## src/rtl/bm_msg_ctrl.sv

```systemverilog
// MIL-STD-1553 style RT receive message controller: validates the command word,
// buffers up to 32 data words and holds the completed message until the host acks it.
module bm_msg_ctrl #(
  parameter int unsigned WORD_TIMEOUT = 200,
  parameter int unsigned MAX_WORDS    = 32
) (
  input  logic        clk_8M,
  input  logic        clrn,
  input  logic [15:0] word_in,
  input  logic        word_en,
  input  logic [1:0]  word_type,
  input  logic [2:0]  dec_err,
  input  logic [4:0]  rt_addr,
  input  logic        msg_ack,
  input  logic [4:0]  rd_addr,
  output logic [15:0] rd_data,
  output logic [15:0] cmd_word,
  output logic [5:0]  word_cnt,
  output logic        msg_valid,
  output logic        busy,
  output logic [3:0]  status
);

  localparam int unsigned TmoW = $clog2(WORD_TIMEOUT + 1);

  typedef enum logic [1:0] {StIdle, StRxData, StDone} state_e;

  state_e            state_q, state_d;
  logic [15:0]       cmd_q, cmd_d;
  logic [5:0]        cnt_q, cnt_d;
  logic [5:0]        exp_q, exp_d;
  logic              ovr_q, ovr_d;
  logic              cerr_q, cerr_d;
  logic              terr_q, terr_d;
  logic              derr_q, derr_d;
  logic [TmoW-1:0]   tmo_q, tmo_d;
  logic [15:0]       rd_data_q;
  logic [15:0]       buf_q [MAX_WORDS];
  logic              buf_we;

  logic              cmd_ok;
  logic              addr_hit;
  logic [4:0]        sub_addr;

  assign cmd_ok   = word_en && (dec_err == 3'd0) && (word_type == 2'b01);
  assign addr_hit = (word_in[15:11] == rt_addr) || (word_in[15:11] == 5'd31);
  assign sub_addr = word_in[9:5];

  // Next-state: message sequencing, data-word counting, inter-word timeout and error flags.
  always_comb begin
    state_d = state_q;
    cmd_d   = cmd_q;
    cnt_d   = cnt_q;
    exp_d   = exp_q;
    ovr_d   = ovr_q;
    cerr_d  = cerr_q;
    terr_d  = terr_q;
    derr_d  = derr_q;
    tmo_d   = tmo_q;
    buf_we  = 1'b0;
    unique case (state_q)
      StIdle: begin
        if (cmd_ok && addr_hit) begin
          cmd_d  = word_in;
          cnt_d  = 6'd0;
          ovr_d  = 1'b0;
          cerr_d = 1'b0;
          terr_d = 1'b0;
          derr_d = 1'b0;
          // Transmit and mode-code commands carry no receive data.
          if (word_in[10] || (sub_addr == 5'd0) || (sub_addr == 5'd31)) begin
            state_d = StDone;
          end else begin
            state_d = StRxData;
            tmo_d   = '0;
            exp_d   = (word_in[4:0] == 5'd0) ? 6'd32 : {1'b0, word_in[4:0]};
          end
        end
      end
      StRxData: begin
        if (word_en) begin
          // Any strobe restarts the gap timer, so a word always beats a coincident timeout.
          tmo_d = '0;
          if (dec_err != 3'd0) begin
            derr_d  = 1'b1;
            state_d = StDone;
          end else if (word_type == 2'b01) begin
            cerr_d  = 1'b1;
            state_d = StDone;
          end else if (word_type == 2'b10) begin
            if (cnt_q < 6'(MAX_WORDS)) begin
              buf_we = 1'b1;
              cnt_d  = cnt_q + 6'd1;
            end
            if (cnt_d == exp_q) begin
              state_d = StDone;
            end
          end
        end else begin
          tmo_d = tmo_q + 1'b1;
          if (tmo_d == TmoW'(WORD_TIMEOUT)) begin
            terr_d  = 1'b1;
            cerr_d  = 1'b1;
            state_d = StDone;
          end
        end
      end
      StDone: begin
        if (msg_ack) begin
          state_d = StIdle;
        end else if (word_en) begin
          ovr_d = 1'b1;
        end
      end
      default: state_d = StIdle;
    endcase
  end

  // Control and status registers with synchronous active-low reset.
  always_ff @(posedge clk_8M) begin
    if (!clrn) begin
      state_q   <= StIdle;
      cmd_q     <= 16'd0;
      cnt_q     <= 6'd0;
      exp_q     <= 6'd0;
      ovr_q     <= 1'b0;
      cerr_q    <= 1'b0;
      terr_q    <= 1'b0;
      derr_q    <= 1'b0;
      tmo_q     <= '0;
      rd_data_q <= 16'd0;
    end else begin
      state_q   <= state_d;
      cmd_q     <= cmd_d;
      cnt_q     <= cnt_d;
      exp_q     <= exp_d;
      ovr_q     <= ovr_d;
      cerr_q    <= cerr_d;
      terr_q    <= terr_d;
      derr_q    <= derr_d;
      tmo_q     <= tmo_d;
      rd_data_q <= buf_q[rd_addr];
    end
  end

  // Data buffer: no reset, written only while receiving.
  always_ff @(posedge clk_8M) begin
    if (buf_we) begin
      buf_q[cnt_q[4:0]] <= word_in;
    end
  end

  assign rd_data   = rd_data_q;
  assign cmd_word  = cmd_q;
  assign word_cnt  = cnt_q;
  assign msg_valid = (state_q == StDone);
  assign busy      = (state_q == StRxData);
  assign status    = {ovr_q, cerr_q, terr_q, derr_q};

endmodule

```

## config.mk

```make
export PLATFORM = sky130hd
export DESIGN_NAME = bm_msg_ctrl
export DESIGN_NICKNAME = d
export VERILOG_FILES = /design/src/rtl/bm_msg_ctrl.sv
export SDC_FILE = /design/constraint.sdc
export NUM_CORES = 1
export LEC_CHECK = 0
export ABC_AREA = 1
export CAP_MARGIN = 25
export CORE_MARGIN = 1
export CORE_UTILIZATION = 50
export DETAILED_ROUTE_END_ITERATION = 8
export PLACE_DENSITY_LB_ADDON = 0.2
export SYNTH_ARGS = -nofsm -noshare
export SYNTH_HDL_FRONTEND = slang
export SYNTH_SLANG_ARGS = --single-unit
```

## constraint.sdc

```tcl
create_clock -name clk_8M -period 4.5 [get_ports clk_8M]
set_input_delay 1.35 -clock clk_8M [delete_from_list [all_inputs] [get_ports clk_8M]]
set_output_delay 1.35 -clock clk_8M [all_outputs]
set_load 0.01 [all_outputs]
```

==> results.md <==
- Postcts setup bufs: 0
- Maximum clock rate: 0.3005 GHz
- Routed len/inst: 23.94 µm
- CTS H-Tree Depth: 2
- CTS Root Buffer Type: clkbuf_16
- Slew Limit Headroom: 0.3262
- Post-synthesis xor/xnor area fraction: 0.001156
- FF-to-FF End: buf_q[24][0]
- Row cnt: 77
- Worst endpoint required time: 4.78 ns
- Via Count: 15220
- Residual DRC count: 0
- Initial core utilization: 0.5108
- Initial DRC Count: 1583
- Clk slew on worst S/H paths: 0.06 ns
- Max-Cap Viols: 0
- Post-synthesis simple-gate area fraction: 0.1043
- Max IR drop VDD: 0.2583 mV
- Mapped Cells: 1836
- Reg2Reg Depth: 10
- Hold Path Depth: 2
- Area growth from synthesis to layout: 15.92%
- Setup Crit Path Kind: in -> reg
- Antenna Nets Post-Route: 0
- Post-layout util: 0.5921
- Synth Area in Compound Gates: 0.1271
- Wirelength, routed: 61.58 mm
- Placed cell areas: 24420 µm²
- CP Data Arrival Time: 3.61 ns
- Final setup violating endpoints: 0
- Core area: 44510 µm²
- Sum Neg Setup Slack: 0 ns
- Final hold vios: 0
- Grt ovf: 0
- Post-Syn Area per Cell: 12.38 µm²
- Clock latency on the worst-skew pair: 0.61 ns
- Pleak: 8.710 nW
- First-pass DRT Iterations: 5
- Cts bufs inserted: 57
- CTS Hold Bufs: 0
- Number of port buffers: 78
- PostCTS Resize Cnt: 0
- Final instance area: 26360 µm²
- Yosys cell types: 38
- Vias in the first global route: 14710
- Final Cycle Share: 0.7395
- CP Launch Type: primary input
- Die area: 46330 µm²
- Yosys reg bits: 570
- Post-Syn Nets: 1877
- Actual slew at the worst max-slew pin: 1.008 ns
- Chip width: 215.2 µm
- # IOs: 79
- Crit end category: flip-flop
- Run status: completed
- Worst hold endpoint: cmd_word[0]
- CTS tree: built
- Mapped Area: 22740 µm²
- Mux cell area share after synthesis: 0
- First-pass GRT wire length: 91.89 mm
- Highest Signal Layer: met4
- Number of diodes: 0
- Post-Synth Adder-Cell Area: 0.003302
- Routability cong.: 0.9167
- Sequential area share after synthesis: 0.7273
- Vias/cell: 5.916
- Antenna violations before repair: 0
- Met2 wire len: 28.85 mm
- HPWL after DPL: 37.62 mm
- Nets: 1972
- Die H: 215.2 µm
- Metal-1 WL: 25.68 mm
- Largest family of logic cells by synthesized area: compound AO/OA/AOI/OAI gates
- RSZ-0062 raised after global routing: no
- Clock buffer depth: 3
- Clock Sinks: 570
- Met3 WL: 5.442 mm
- Yosys warnings: 0
- Layout cells sized above 1: 0.1051
- CP max FO: 16
- Final min period: 3.328 ns
- Total track usage: 0.2670
- Skew final: 0.02171 ns
- HP Start: cmd_word[0]
- Hold crit path type: reg -> reg
- PD cells: 431.3 nW/µm²
- R2R Path Start: state_q[0]
- Final slew viol count: 0
- Worst reg-to-reg setup slack: 1.84 ns
- Worst-case hold slack: 0.4697 ns
- Largest net degree at the start of global routing: 92
- Total power: 11.37 mW
## final cells by class
cell class / count / area [µm²]
tap: 592 / 740.7
multi-input combinational: 1086 / 5414
fill: 3538 / 18150
inverter: 58 / 224.0
sequential: 570 / 16540
clock buffer: 79 / 1632
timing repair buffer: 158 / 1558
clock inverter: 29 / 251.5
## critical path: stages
cell and delay, ns:
clkdlybuf4s50_1 0.56, inv_1 0.10, nor3_1 0.25, nand2_1 0.20, nor2_2 0.19, nand2_1 0.30, buf_4 0.28, nor2_1 0.09
buf_4 0.26
## cells in the final DEF, fill, tap and decap left out, drive strengths merged, types with 2 or more instances in the layout
master / netlist / layout
o21ai: 302 / 302
buf: 66 / 83
o221ai: 96 / 96
a31oi: 8 / 8
o22ai: 25 / 25
edfxtp: 512 / 512
dfxtp: 58 / 58
nor3: 4 / 4
clkbuf: 56 / 80
nand2: 114 / 114
ha: 6 / 6
a21oi: 58 / 58
xor2: 2 / 2
nor2: 358 / 358
nand3: 97 / 97
inv: 56 / 57
clkinv: 2 / 23
bufinv: 0 / 4
clkinvlp: 0 / 3
o211ai: 2 / 2
and3: 5 / 5
clkdlybuf4s50: 0 / 74
## routing by layer
layer	vias to the layer above	track usage
met5	-	0
met1	7489	0.3815
li1	6943	-
met4	0	0.08322
met3	95	0.04869
met2	689	0.4169
## flip-flops by register name, indices dropped and copies added (netlist names)
signal	cells
exp_q	6
state_q	2
word_cnt	6
ovr_q	1
tmo_q	8
cerr_q	1
buf_q	512
derr_q	1
cmd_word	16
rd_data	16
terr_q	1
## kinds of logic after synthesis
logic type                 Yosys count
buffers and inverters              180
adders and majority gates            6
AOI/OAI and AO/OA                  494
xor gates and xnor gates             3
and+or+nand+nor                    583
DFF                                570
## per-stage QoR
stage,std cells,setup slack (ns)
2_1_floorplan,1836,1.098
3_3_place_gp,2462,0.5722
3_5_place_dp,2462,0.5861
4_1_cts,2570,1.173
5_1_grt,2572,1.011
6_report,2572,1.172
## worst max-delay path by stage
| stage | to | slack (ns) | start |
|---|---|---|---|
| after floorplan | buf_q[19][0] | 1.10 | dec_err[1] |
| after global placement | buf_q[23][14] | 0.57 | word_en |
| after detailed placement | buf_q[1][2] | 0.59 | word_en |
| after CTS | msg_valid | 1.17 | state_q[1] |
| after global routing | buf_q[30][14] | 1.01 | word_en |
| final | buf_q[24][0] | 1.17 | word_en |
## Yosys cell counts, drive strengths merged
master,n,area share
edfxtp,512,0.68
nor2,358,0.060
o21ai,302,0.066
nand2,114,0.019
nand3,97,0.022
o221ai,96,0.037
buf,66,0.018
a21oi,58,0.013
dfxtp,58,0.051
clkbuf,56,0.0093
inv,56,0.0094
o22ai,25,0.0069
a31oi,8,0.0022
ha,6,0.0033
and3,5,0.0014
nor3,4,0.00088
clkinv,2,0.00033
o211ai,2,0.00066
xor2,2,0.00077
and2,1,0.00028
nand3b,1,0.00033
nand4,1,0.00028
nor4,1,0.00028
o211a,1,0.00044
o21bai,1,0.00033
o31ai,1,0.00033
or2,1,0.00028
xnor2,1,0.00039
## where the power goes
| group | switching, mW | internal (mW) |
|---|---|---|
| Combinational | 0.572 | 0.248 |
| Clock | 1.97 | 2.76 |
| Sequential | 0.0329 | 5.79 |
| Total | 2.58 | 8.79 |
Note: power is estimated with default switching activity, not from simulation.
